**src/rtl/dds_pkg.sv**
```systemverilog
// Shared types for the DDS lookup-RAM arbiter: FSM states, default widths, read return tags.
package dds_pkg;

  localparam int unsigned DDS_ADDR_W = 16;
  localparam int unsigned DDS_DATA_W = 16;

  typedef enum logic [1:0] {
    IDLE  = 2'd0,
    RUN   = 2'd1,
    DRAIN = 2'd2,
    LOAD  = 2'd3
  } arb_state_t;

  // One in-flight SRAM read: valid bit plus the reader it returns to.
  typedef struct packed {
    logic vld;
    logic id;
  } rd_tag_t;

endpackage

```
**src/rtl/arb_tag_pipe.sv**
```systemverilog
// Shift register of read tags that tracks SRAM read latency; o_empty reports no read in flight.
module arb_tag_pipe
  import dds_pkg::*;
#(
  parameter int unsigned DEPTH = 1
) (
  input  logic    i_clk,
  input  logic    i_rst,
  input  rd_tag_t i_tag,
  output rd_tag_t o_tag,
  output logic    o_empty
);

  rd_tag_t [DEPTH-1:0] r_pipe;
  logic                w_empty;

  always_ff @(posedge i_clk or posedge i_rst) begin
    if (i_rst) begin
      r_pipe <= '0;
    end else begin
      r_pipe[0] <= i_tag;
      for (int i = 1; i < DEPTH; i++) begin
        r_pipe[i] <= r_pipe[i-1];
      end
    end
  end

  always_comb begin
    w_empty = 1'b1;
    for (int i = 0; i < DEPTH; i++) begin
      if (r_pipe[i].vld) w_empty = 1'b0;
    end
  end

  assign o_tag   = r_pipe[DEPTH-1];
  assign o_empty = w_empty;

endmodule

```
**src/rtl/dds_sram_arbiter.sv**
```systemverilog
// Shares the lookup SRAM between the flash loader and two DDS readers (load-then-run, round-robin).
// Define DDS_ARB_PERF_EN to add the rd0_stall/rd1_stall saturating stall counters.
module dds_sram_arbiter
  import dds_pkg::*;
#(
  parameter int unsigned ADDR_W   = DDS_ADDR_W,
  parameter int unsigned DATA_W   = DDS_DATA_W,
  parameter int unsigned SRAM_LAT = 1
) (
  input  logic              clk,
  input  logic              rst,
  input  logic              ld_busy,
  input  logic              ld_wen,
  input  logic [ADDR_W-1:0] ld_addr,
  input  logic [DATA_W-1:0] ld_wdata,
  output logic              ld_gnt,
  input  logic              rd0_req,
  input  logic [ADDR_W-1:0] rd0_addr,
  output logic              rd0_gnt,
  output logic              rd0_valid,
  output logic [DATA_W-1:0] rd0_data,
  input  logic              rd1_req,
  input  logic [ADDR_W-1:0] rd1_addr,
  output logic              rd1_gnt,
  output logic              rd1_valid,
  output logic [DATA_W-1:0] rd1_data,
  output logic              sram_wen,
  output logic [ADDR_W-1:0] sram_addr,
  output logic [DATA_W-1:0] sram_wdata,
  input  logic [DATA_W-1:0] sram_dout,
  output logic              ready
`ifdef DDS_ARB_PERF_EN
  ,
  output logic [15:0]       rd0_stall,
  output logic [15:0]       rd1_stall
`endif
);

  arb_state_t        r_state;
  logic              r_ld_gnt;
  logic              r_ready;
  logic              r_last;
  logic              r_rd0_valid;
  logic              r_rd1_valid;
  logic [DATA_W-1:0] r_rd0_data;
  logic [DATA_W-1:0] r_rd1_data;
  logic              w_arb_en;
  logic              w_gnt0;
  logic              w_gnt1;
  logic              w_pipe_empty;
  rd_tag_t           w_tag_in;
  rd_tag_t           w_tag_out;

  // Grants stop in the same cycle the loader raises ld_busy.
  assign w_arb_en = (r_state == RUN) && !ld_busy;

  always_comb begin
    w_gnt0 = 1'b0;
    w_gnt1 = 1'b0;
    if (w_arb_en) begin
      if (rd0_req && rd1_req) begin
        w_gnt0 = r_last;
        w_gnt1 = !r_last;
      end else begin
        w_gnt0 = rd0_req;
        w_gnt1 = rd1_req;
      end
    end
  end

  // SRAM port is combinational so that data returns SRAM_LAT+1 cycles after the grant.
  always_comb begin
    sram_wen   = 1'b0;
    sram_addr  = '0;
    sram_wdata = '0;
    if (r_ld_gnt) begin
      sram_wen   = ld_wen;
      sram_addr  = ld_addr;
      sram_wdata = ld_wdata;
    end else if (w_gnt1) begin
      sram_addr = rd1_addr;
    end else if (w_gnt0) begin
      sram_addr = rd0_addr;
    end
  end

  assign w_tag_in.vld = w_gnt0 || w_gnt1;
  assign w_tag_in.id  = w_gnt1;

  arb_tag_pipe #(
    .DEPTH (SRAM_LAT)
  ) u_tag_pipe (
    .i_clk   (clk),
    .i_rst   (rst),
    .i_tag   (w_tag_in),
    .o_tag   (w_tag_out),
    .o_empty (w_pipe_empty)
  );

  // An empty pipe completes DRAIN even if ld_busy already dropped, so short pulses still load.
  always_ff @(posedge clk or posedge rst) begin
    if (rst) begin
      r_state  <= IDLE;
      r_ld_gnt <= 1'b0;
      r_ready  <= 1'b0;
    end else begin
      case (r_state)
        IDLE:  if (ld_busy) r_state <= DRAIN;
        RUN:   if (ld_busy) r_state <= DRAIN;
        DRAIN: begin
          if (w_pipe_empty) begin
            r_state  <= LOAD;
            r_ld_gnt <= 1'b1;
          end else if (!ld_busy) begin
            r_state <= r_ready ? RUN : IDLE;
          end
        end
        LOAD: begin
          if (!ld_busy) begin
            r_state  <= RUN;
            r_ld_gnt <= 1'b0;
            r_ready  <= 1'b1;
          end
        end
      endcase
    end
  end

  always_ff @(posedge clk or posedge rst) begin
    if (rst) begin
      r_last      <= 1'b0;
      r_rd0_valid <= 1'b0;
      r_rd1_valid <= 1'b0;
      r_rd0_data  <= '0;
      r_rd1_data  <= '0;
    end else begin
      if (w_gnt0 || w_gnt1) r_last <= w_gnt1;
      r_rd0_valid <= w_tag_out.vld && !w_tag_out.id;
      r_rd1_valid <= w_tag_out.vld && w_tag_out.id;
      if (w_tag_out.vld && !w_tag_out.id) r_rd0_data <= sram_dout;
      if (w_tag_out.vld && w_tag_out.id)  r_rd1_data <= sram_dout;
    end
  end

`ifdef DDS_ARB_PERF_EN
  localparam int unsigned STALL_W = 16;
  logic [STALL_W-1:0] r_rd0_stall;
  logic [STALL_W-1:0] r_rd1_stall;

  always_ff @(posedge clk or posedge rst) begin
    if (rst) begin
      r_rd0_stall <= '0;
      r_rd1_stall <= '0;
    end else begin
      if (rd0_req && !w_gnt0 && (r_rd0_stall != '1)) r_rd0_stall <= r_rd0_stall + STALL_W'(1);
      if (rd1_req && !w_gnt1 && (r_rd1_stall != '1)) r_rd1_stall <= r_rd1_stall + STALL_W'(1);
    end
  end

  assign rd0_stall = r_rd0_stall;
  assign rd1_stall = r_rd1_stall;
`endif

  assign ld_gnt    = r_ld_gnt;
  assign ready     = r_ready;
  assign rd0_gnt   = w_gnt0;
  assign rd1_gnt   = w_gnt1;
  assign rd0_valid = r_rd0_valid;
  assign rd1_valid = r_rd1_valid;
  assign rd0_data  = r_rd0_data;
  assign rd1_data  = r_rd1_data;

endmodule

```
**config.mk**
```make
export PLATFORM = sky130hd
export DESIGN_NAME = dds_sram_arbiter
export DESIGN_NICKNAME = d
export VERILOG_FILES = /design/src/rtl/dds_pkg.sv /design/src/rtl/arb_tag_pipe.sv /design/src/rtl/dds_sram_arbiter.sv
export SDC_FILE = /design/constraint.sdc
export NUM_CORES = 1
export LEC_CHECK = 0
export ABC_CLOCK_PERIOD_IN_PS = 1950
export CAP_MARGIN = 20
export CORE_MARGIN = 4
export CORE_UTILIZATION = 35
export CTS_CLUSTER_SIZE = 30
export DETAILED_ROUTE_END_ITERATION = 8
export GPL_ROUTABILITY_DRIVEN = 0
export MAX_ROUTING_LAYER = met4
export PLACE_DENSITY = 0.91
export SLEW_MARGIN = 10
export SYNTH_ARGS = -nofsm -noshare
export SYNTH_HDL_FRONTEND = slang
export SYNTH_SLANG_ARGS = --single-unit
```
**constraint.sdc**
```tcl
create_clock -name clk -period 1.95 [get_ports clk]
set_input_delay 0.195 -clock clk [delete_from_list [all_inputs] [get_ports clk]]
set_output_delay 0.195 -clock clk [all_outputs]
set_load 0.02 [all_outputs]
```
==> summary.md <==
| Metric | Value |
|---|---|
| Adder-cell area share of the yosys netlist | 0% |
| Die H | ~86 um |
| Pwr/cell area | about 960 mW/mm2 |
| Netlist cell types | 22 |
| CP max FO | 7 |
| Synth Area in Simple Gates | between 10% and 20% |
| Slew Viols, Final | 0 |
| Wirelength per Cell | about 17 um |
| Peak Freq | slightly above 500 MHz |
| Max-cap violations | 0 |
| Lkg Pwr | about 1.7 nW |
| Fillcell total | 456 |
| Proportion of netlist area held by the largest area contributor | 47.70% |
| Starting DRC count in detailed routing | 90 |
| DRC | 0 |
| Post-synthesis mux area share | about 17% |
| Top FF cell, synth | dfrtp_1 |
| Relative slew slack | 66.95% |
| Initial DRT Pass Iterations | 4 |
| Clock Sinks | 41 |
| Cell area after synthesis | about 0.0022 mm2 |
| Post-synth net total | roughly 280 |
| I/O pins | 157 |
| Worst slack at placement | -462.5 ps |
| Design area | around 0.004 mm2 |
| Layout Utilization | approximately two thirds |
| Fin cells | approximately 440 |
| Syn Area/Cell | approximately 11 um2 |
| Clock skew | about 6.7 ps |
| GRT overflow | 0 |
| # rows | 28 |
| # hold bufs at CTS | 0 |
| Worst r2r path cells | 5 |
| Main combinational cell family by area after synthesis | simple AND/OR/NAND/NOR gates |
| YS warnings | 0 |
| Synth async-reset ratio | between 90% and 100% |
| Final setup fails | 3 |
| Status | finished with violations |
| CTS tree | yes |
| Largest net degree at the start of global routing | between 40 and 50 |
| Critical path type | reg2out |
| Layout Area Growth over Synthesis | 85.46% |
| Vias | about 2,100 |
| Worst VDD drop | roughly 0.81 mV |
| Cell count after placement | 425 |
| Clock transition at path regs | 80 ps |
| Critical Path Start Type | register |
| Top post-synthesis cells by area | dfrtp_1 48%, mux2_2 17%, nand4b_1 6.5% |
| Total track usage | about a fifth |
| Clock root buffer master | clkbuf_8 |
| Crit. End Element | output port |
| N_diodes | 0 |
| Worst-Margin Slew | 495.7 ps |
| Crit path arrival time | 1780 ps |
| I/O Buffers | ~160 |
| Worst Hold Class | in2async |
| Area leader, netlist | dfrtp_1 |
| Most common cell in the synthesized netlist | dfrtp_1 |
| Area share of xor/xnor cells in the synthesized design | 0% |
| Vias per Instance | between 4 and 5 |
| Remaining antenna violation count | 0 |
| Initial Utilization | 36.11% |
| Syn Inst Count | between 150 and 200 |
| Core ar. | between 0.005 and 0.006 mm2 |
| Top cells by count, synth | 41 x dfrtp_1, 32 x mux2_2, 22 x inv_1, 18 x and2_1, 17 x nand2_1 |
| Tcrit/Tclk final | 101.1% |
| Num CTS Buffers | 5 |
| Layout Nets | 446 |
| Antenna violations before repair | 0 |
| EDFF count, synth | 0 |
| Final hold violation count | 0 |
| Min Tclk post-route | approximately 2000 ps |
| RSZ-0062 raised after global routing | yes |
| CP required | roughly 1800 ps |
| #FFs+latches synth | a little over 40 |
| Clock buffer depth | 2 |
| Fin worst setup slack | -22.28 ps |
| Failing checks | negative setup slack |
| Drt total wl | about 7.4 mm |
| First-pass GRT wire length | roughly 12 mm |
| Placed inst area | between 0.003 and 0.004 mm2 |
| Synth Area in Compound Gates | 11.81% |
| Clk_lat worst skew | about 280 ps |
| Vias in the first global route | approximately 2,300 |
| DP HPWL | 5.594 mm |
| Max H-tree Level | 2 |
| Share of layout cells above drive strength 1 | ~25% |
| Chip width | around 86 um |
| Sequential share of the synthesized area | between 40 and 50% |
| Die area | ~0.0075 mm2 |
[critical path, cell delays in order (launching register included)]
cell      delay [ps]
dfrtp_1          410
nor3b_4          280
buf_4            180
nand3_4          140
o311ai_2         280
buf_4            200
[stage by stage]
step	setup TNS, ps	total power, W	hold slack [ps]
3_3_place_gp	-5974	0.003253	461.4
2_1_floorplan	-225.8	0.002222	328.2
5_1_grt	-1307	0.004034	391.5
6_report	-44.28	0.003831	326.5
3_5_place_dp	-6535	0.003319	477.0
4_1_cts	-64.96	0.003835	343.8
[cells by family after synthesis]
group                  Yosys count
and+or+nand+nor                 56
DFF                             41
buffers and inverters           34
muxes                           32
AOI/OAI and AO/OA               26
[flip-flops by register name, indices dropped and copies added, names as in the netlist]
signal,count
rd0_data,16
rd0_valid,1
rd1_data,16
r_last,1
u_tag_pipe.o_tag,2
ld_gnt,1
ready,1
rd1_valid,1
r_state,2
[metal layers]
layer	global-route usage (%)	up-vias	share of wire (%)
met1	22.25	1024	36
met3	4.183	16	5.7
li1	-	1010	-
met2	36.02	79	55
met4	7.932	0	2.8
met5	-	-	0
[where the power goes]
group | leakage [nW] | internal, W | total [W] | switching (W)
combinational | 1.20 | 0.00109 | 0.00207 | 0.000979
clock | 0.0450 | 0.000248 | 0.000522 | 0.000274
sequential | 0.482 | 0.00110 | 0.00124 | 0.000141
[layout make-up]
class / count / area, um2 / area share (%)
Timing Repair Buffer: 175 / 1677 / 42.03
Sequential cell: 41 / 1027 / 25.75
Multi-Input combinational cell: 115 / 1026 / 25.72
Tap cell: 75 / 93.84 / 2.353
Inverter: 22 / 82.58 / 2.070
Clock buffer: 6 / 72.57 / 1.819
Clock inverter: 2 / 10.01 / 0.2509
[path summary, 6_finish.rpt]
kind                                                    start  slack (ps)                  endpoint
worst max register to register         r_state[1]$_DFFE_PP0P_         470        r_last$_DFFE_PP0P_
worst min-delay path                                      rst         330  rd1_data[14]$_DFFE_PP0P_
worst min register to register  u_tag_pipe.o_tag[1]$_DFF_PP0_         480    r_state[1]$_DFFE_PP0P_
worst max-delay path                   r_state[1]$_DFFE_PP0P_         -20              sram_addr[8]
min in group clk                u_tag_pipe.o_tag[1]$_DFF_PP0_         480    r_state[1]$_DFFE_PP0P_
max in group asynchronous                                 rst        1270        ld_gnt$_DFFE_PP0P_
[cell usage in the layout, fill, tap and decap left out]
| master | synthesis | layout |
|---|---|---|
| and2_1 | 18 | 18 |
| o311ai_2 | 7 | 10 |
| clkbuf_2 | 0 | 1 |
| buf_2 | 3 | 5 |
| o31ai_1 | 1 | 1 |
| inv_1 | 22 | 22 |
| buf_12 | 0 | 1 |
| a21oi_1 | 2 | 2 |
| a21o_1 | 1 | 1 |
| clkbuf_8 | 0 | 5 |
| clkbuf_1 | 7 | 1 |
| bufbuf_16 | 0 | 1 |
| mux2_2 | 32 | 32 |
| o311ai_0 | 9 | 2 |
| nand4b_1 | 16 | 16 |
| dfrtp_1 | 41 | 40 |
| nand2b_1 | 2 | 2 |
| clkdlybuf4s15_2 | 0 | 1 |
| clkinv_2 | 0 | 2 |
| nand2_1 | 17 | 17 |
| o311ai_1 | 0 | 4 |
| dfrtp_2 | 0 | 1 |
| nand3_4 | 1 | 2 |
| buf_6 | 1 | 1 |
| dlygate4sd2_1 | 0 | 10 |
| buf_4 | 0 | 27 |
| a31o_2 | 1 | 1 |
| clkdlybuf4s50_1 | 0 | 128 |
| a21boi_1 | 1 | 1 |
| nor2_2 | 1 | 1 |
| nor3b_4 | 1 | 1 |
| o21ai_0 | 4 | 4 |
[what timing repair did]
item,CTS,global route
endpoints found under the setup margin,28,18
gates resized for setup,96,18
pin swaps,2,1
gates cloned,2,0
buffers inserted,2,0
Note: power is estimated with default switching activity, not from simulation.
==> edit 1: new RTL, config.mk and constraints unchanged <==
The package constant `DDS_ADDR_W` goes from 16 to 15.
--- a/src/rtl/dds_pkg.sv
+++ b/src/rtl/dds_pkg.sv
@@ -2,5 +2,5 @@
 package dds_pkg;
 
-  localparam int unsigned DDS_ADDR_W = 16;
+  localparam int unsigned DDS_ADDR_W = 15;
   localparam int unsigned DDS_DATA_W = 16;
 
Interface: changed (resized ld_addr, rd0_addr, rd1_addr and sram_addr); port bits go from 157 to 153. No check against the original RTL was run, so the function may have changed too.
==> edit 1 against the unedited design <==
Final area down 0.91%; via count down 2.3%; wire length down 3.1%; power down 1.5%; worst setup slack better by 0.050 ns; area after synthesis down 1.0%; sequential cell count unchanged; global-route usage down 1.2 points; count of clock-buffer cells in the layout down 1; clock skew down 0.0032 ns; critical path type unchanged; critical endpoint is now sram_addr[11]; largest power group unchanged; highest routed layer unchanged.
==> edit 1: results (changes against the unedited design) <==
routing usage on met3: 2.69% (-1.5 points)
Seq area share: 26.0% (+0.20 points)
# port buffers: 152 (-2.6%)
fin cells: 423 (-3.0%)
Initial DRC Count: 87 (-3.3%)
largest cells by area after synthesis: dfrtp_1 (48%), mux2_2 (17%), nand4b_1 (6.2%), o311ai_2 (5.3%), and2_1 (5.3%)
number of global-route vias before repair: 2228 (-4.3%)
Post-Syn Area: 2130 sq um (-1.0%)
Max VDD drop: 771 uV (-4.6%)
FF-to-FF path depth: 6 (+1)
syn_area_per_cell: 11.5 sq um (+1.1%)
placed insts: 414 (-2.6%)
compound-gate portion of the synthesized area: 11.5% (-0.29 points)
first-pass GRT wire length: 10900 um (-6.7%)
global-route usage over all layers: 19.2% (-1.2 points)
sequential area share after synthesis: 48.2% (+0.50 points)
post-CTS setup repair buffer count: 0 (-2)
post-CTS sizing: 102 (+6.3%)
grt met1 use: 21.6% (-0.62 points)
wire length on met3: 332 um (-21%)
Leakage Power: 1.78 nW (+2.7%)
hold slack: 0.314 ns (-0.0125 ns)
Worst Hold Class: input port to flop
Tightest Pin Transition: 0.515 ns (+0.0192 ns)
Setup Skew: 0.00357 ns (-0.00316 ns)
Crit path max-delay family: buffers and inverters
post-DP HPWL: 5530 um (-1.1%)
inverters: 21 (-4.5%)
outcome: completed
met1 WL: 2680 um (-0.19%)
routed vias: 2079 (-2.3%)
CP arrival: 1.73 ns (-0.05 ns)
dpl cell area: 3810 sq um (-1.9%)
Post-Syn Nets: 268 (-2.5%)
met2 routed WL: 3920 um (-3.8%)
Post-synth ARST share: 100% (unchanged)
clock-cell share of area: 1.87% (-0.20 points)
FFs & Latches: 41 (unchanged)
final wirelength: 7150 um (-3.1%)
critical path fanouts, max: 8 (+1)
mux share of post-synthesis cell area: 16.9% (+0.18 points)
signal buffers share of area: 41.0% (-1.0 points)
multi-input logic portion of the cell area: 26.8% (+1.1 points)
switching power total: 0.00139 W (about the same)
Final Setup Violations: 0 (-3)
layout cells sized above 1: 23.9% (-1.6 points)
comb_multi_in: 112 (-2.6%)
# nets final: 432 (-3.1%)
largest net degree at the start of global routing: 45 (+7.1%)
Starting Density: 35.9% (-0.17 points)
## edit 1: power groups by stage
| stage | clock [W] | sequential [W] | combinational (W) |
|---|---|---|---|
| floorplan | 0 | 0.00153 | 0.000678 |
| global placement | 0 | 0.00123 | 0.00199 |
| detailed placement | 0 | 0.00125 | 0.00204 |
| CTS | 0.000523 | 0.00124 | 0.00199 |
| global route | 0.000551 | 0.00127 | 0.00215 |
| finish | 0.000502 | 0.00124 | 0.00204 |
## edit 1: how the worst max path moves through the flow
| stage | endpoint | cells after the start | slack [ns] | startpoint |
|---|---|---|---|---|
| after floorplan | sram_addr[3] | 3 | -0.04 | ld_gnt |
| after global placement | sram_addr[13] | 6 | -0.40 | ld_busy |
| after detailed placement | sram_addr[5] | 5 | -0.52 | ld_busy |
| after CTS | sram_addr[7] | 5 | -0.03 | r_state[1] |
| after global routing | sram_addr[11] | 6 | -0.05 | r_state[1] |
| final | sram_addr[11] | 6 | 0.03 | r_state[1] |
==> edit 2: new RTL, same flow settings <==
Without the edit above. Re-encode `arb_state_t` (4 states) as one-hot, 4 bits wide.
--- a/src/rtl/dds_pkg.sv
+++ b/src/rtl/dds_pkg.sv
@@ -5,9 +5,9 @@
   localparam int unsigned DDS_DATA_W = 16;
 
-  typedef enum logic [1:0] {
-    IDLE  = 2'd0,
-    RUN   = 2'd1,
-    DRAIN = 2'd2,
-    LOAD  = 2'd3
+  typedef enum logic [3:0] {
+    IDLE  = 4'b0001,
+    RUN   = 4'b0010,
+    DRAIN = 4'b0100,
+    LOAD  = 4'b1000
   } arb_state_t;
 
Behaviour: same outputs for any inputs over 10 cycles, from zero or initial values and one cycle with rst high; not proved beyond that.
==> edit 2 against the unedited design <==
The run still ends with negative setup slack left; sequential power grew 8%; power is 14% higher; area after synthesis is 3.7% higher; clock skew is essentially flat; wire length shrank 1.3%; global-route usage shrank 1.6 points; sequential share of layout area grew 0.18 points; count of clock-buffer cells in the layout did not move; worst setup slack lost 0.10 ns; sequential cell count rose by 2; final area increased by 4.3%; largest cell class unchanged; largest power group unchanged.
==> edit 2: results (changes against the unedited design) <==
largest cells by area after synthesis: dfrtp_1 (47%), mux2_2 (17%), a221o_2 (7.6%), nor3b_1 (5.4%), and2_1 (4.8%)
Max-Cap Viols: 0 (unchanged)
clk_lat worst skew: 0.29 ns
fin cells: 421 (-3.4%)
CTS root buffer: clkbuf_8
Critical path origin: r_state[2]
Final Setup Violations: 16 (+13)
Yosys cell types: 32 (+45%)
GRT overflow: 0 (unchanged)
Yosys Warn Count: 0 (unchanged)
global-route usage over all layers: 18.8% (-1.6 points)
placed insts: 411 (-3.3%)
Mapped Cells: 181 (-4.2%)
compound-gate portion of the synthesized area: 11.9% (+0.088 points)
critical path fanouts, max: 18 (+11)
post-DP HPWL: 5570 um (-0.35%)
dpl ws: -0.755 ns (-0.293 ns)
# nets final: 431 (-3.4%)
clock transition at the registers of the reported paths: 0.08 ns (about the same)
WS Path Type: flop to output port
Max VDD drop: 701 uV (-13%)
largest net degree at the start of global routing: 35 (-17%)
outcome: complete, but fails checks
Initial DRC Count: 68 (-24%)
Worst Hold Class: input port to async pin
Post-synth ARST share: 100% (unchanged)
Post-Syn Nets: 267 (-2.9%)
first-pass GRT wire length: 10900 um (-6.7%)
Fin Setup TNS: -1.39 ns (-1.35 ns)
mux share of post-synthesis cell area: 17.2% (+0.42 points)
TritonRoute pass-1 iters: 4 (unchanged)
Top FF cell, synth: dfrtp_1
CP arrival: 1.88 ns (+0.10 ns)
CTS Buf Count: 5 (unchanged)
r2r startpoint: r_state[0]
Leakage Power: 1.71 nW (-1.1%)
ant diodes: 0 (unchanged)
layout cells sized above 1: 31.8% (+6.3 points)
Setup Skew: 0.00625 ns (-0.000473 ns)
commonest cells in the netlist: dfrtp_1 (42), mux2_2 (34), and2_1 (17)
H-tree depth: 2 (unchanged)
# port buffers: 156 (unchanged)
number of synthesized flops with an enable pin: 0 (unchanged)
failing checks: negative setup slack
number of global-route vias before repair: 2199 (-5.5%)
post-DR wirelength/cell: 17.3 um (+2.2%)
fin worst setup slack: -0.126 ns (-0.104 ns)
relative slew slack: 71.4% (+4.5 points)
XOR/XNOR share of the synthesized area: 0.393% (+0.39 points)
sequential area share after synthesis: 48.3% (+0.61 points)
routed vias: 2124 (-0.23%)
initial antenna violation count: 0 (unchanged)
Max Buffers Root-to-Sink: 2 (unchanged)
edit 2: cell count changes after synthesis, sizes merged, moves of 11 or more:
cell,before,now
a221o,0,16
nand4b,16,2
o311ai,16,0
nand2,17,6
inv,22,3
nor3b,1,16
edit 2: final cells by class:
cell class	instances	area (sq um)
Fill cell	459	1900
Timing Repair Buffer	172	1740
Multi-Input combinational cell	120	1120
Sequential cell	43	1080
Tap cell	75	93.8
Clock buffer	6	82.6
Clock inverter	2	35.0
Inverter	3	11.3
edit 2: path summary, 6_finish.rpt:
check | to | slack (ns) | cells past startpoint
max in group asynchronous | rd1_data[0] | 1.22 | 3
max reg2reg | r_state[1] | 0.27 | 5
min | r_last | 0.21 | 2
max | sram_addr[0] | -0.13 | 6
min reg2reg | rd0_data[0] | 0.51 | 1
min in group clk | r_state[2] | 0.48 | 2
edit 2: routing by layer:
metal / GRT usage, % / vias up / share of wire, %
met1: 19.8 / 1042 / 34
li1: - / 988 / -
met5: - / - / 0
met3: 3.48 / 16 / 5.9
met4: 6.42 / 0 / 2.7
met2: 34.7 / 78 / 57
edit 2: timing repair:
| item | CTS | global route |
|---|---|---|
| pin swaps | 4 | 1 |
| hold buffers | 0 | 0 |
| hold endpoints to repair | 0 | 0 |
| buffers inserted | 1 | 0 |
| cloned | 1 | 0 |
| endpoints found under the setup margin | 31 | 35 |
| resized for setup | 100 | 10 |
edit 2: kinds of logic (layout without fill, tap and decap cells):
| family | after synthesis | count (layout) |
|---|---|---|
| and+or+nand+nor | 55 | 55 |
| muxes | 34 | 34 |
| AOI/OAI and AO/OA | 30 | 30 |
| buffers and inverters | 18 | 183 |
| DFF | 43 | 43 |
| xor gates and xnor gates | 1 | 1 |
edit 2: per-stage QoR:
stage,total power (W),cell area [sq um]
floorplan,0.00248,2230
global placement,0.00355,3940
detailed placement,0.00362,3940
CTS,0.00441,4140
global route,0.00458,4160
finish,0.00436,4160
edit 2: critical path, cell delays in order, from the launching register on:
cell      delay [ns]
dfrtp_1         0.41
nor4b_4         0.37
nand4b_4        0.15
buf_12          0.19
nor3b_1         0.20
a221o_2         0.14
buf_4           0.13
edit 2: report_power, final:
part / internal (W) / switching (W) / leakage, nW
registers: 0.00117 / 0.000168 / 0.517
logic: 0.00127 / 0.00105 / 1.13
clock network: 0.000414 / 0.000290 / 0.0612
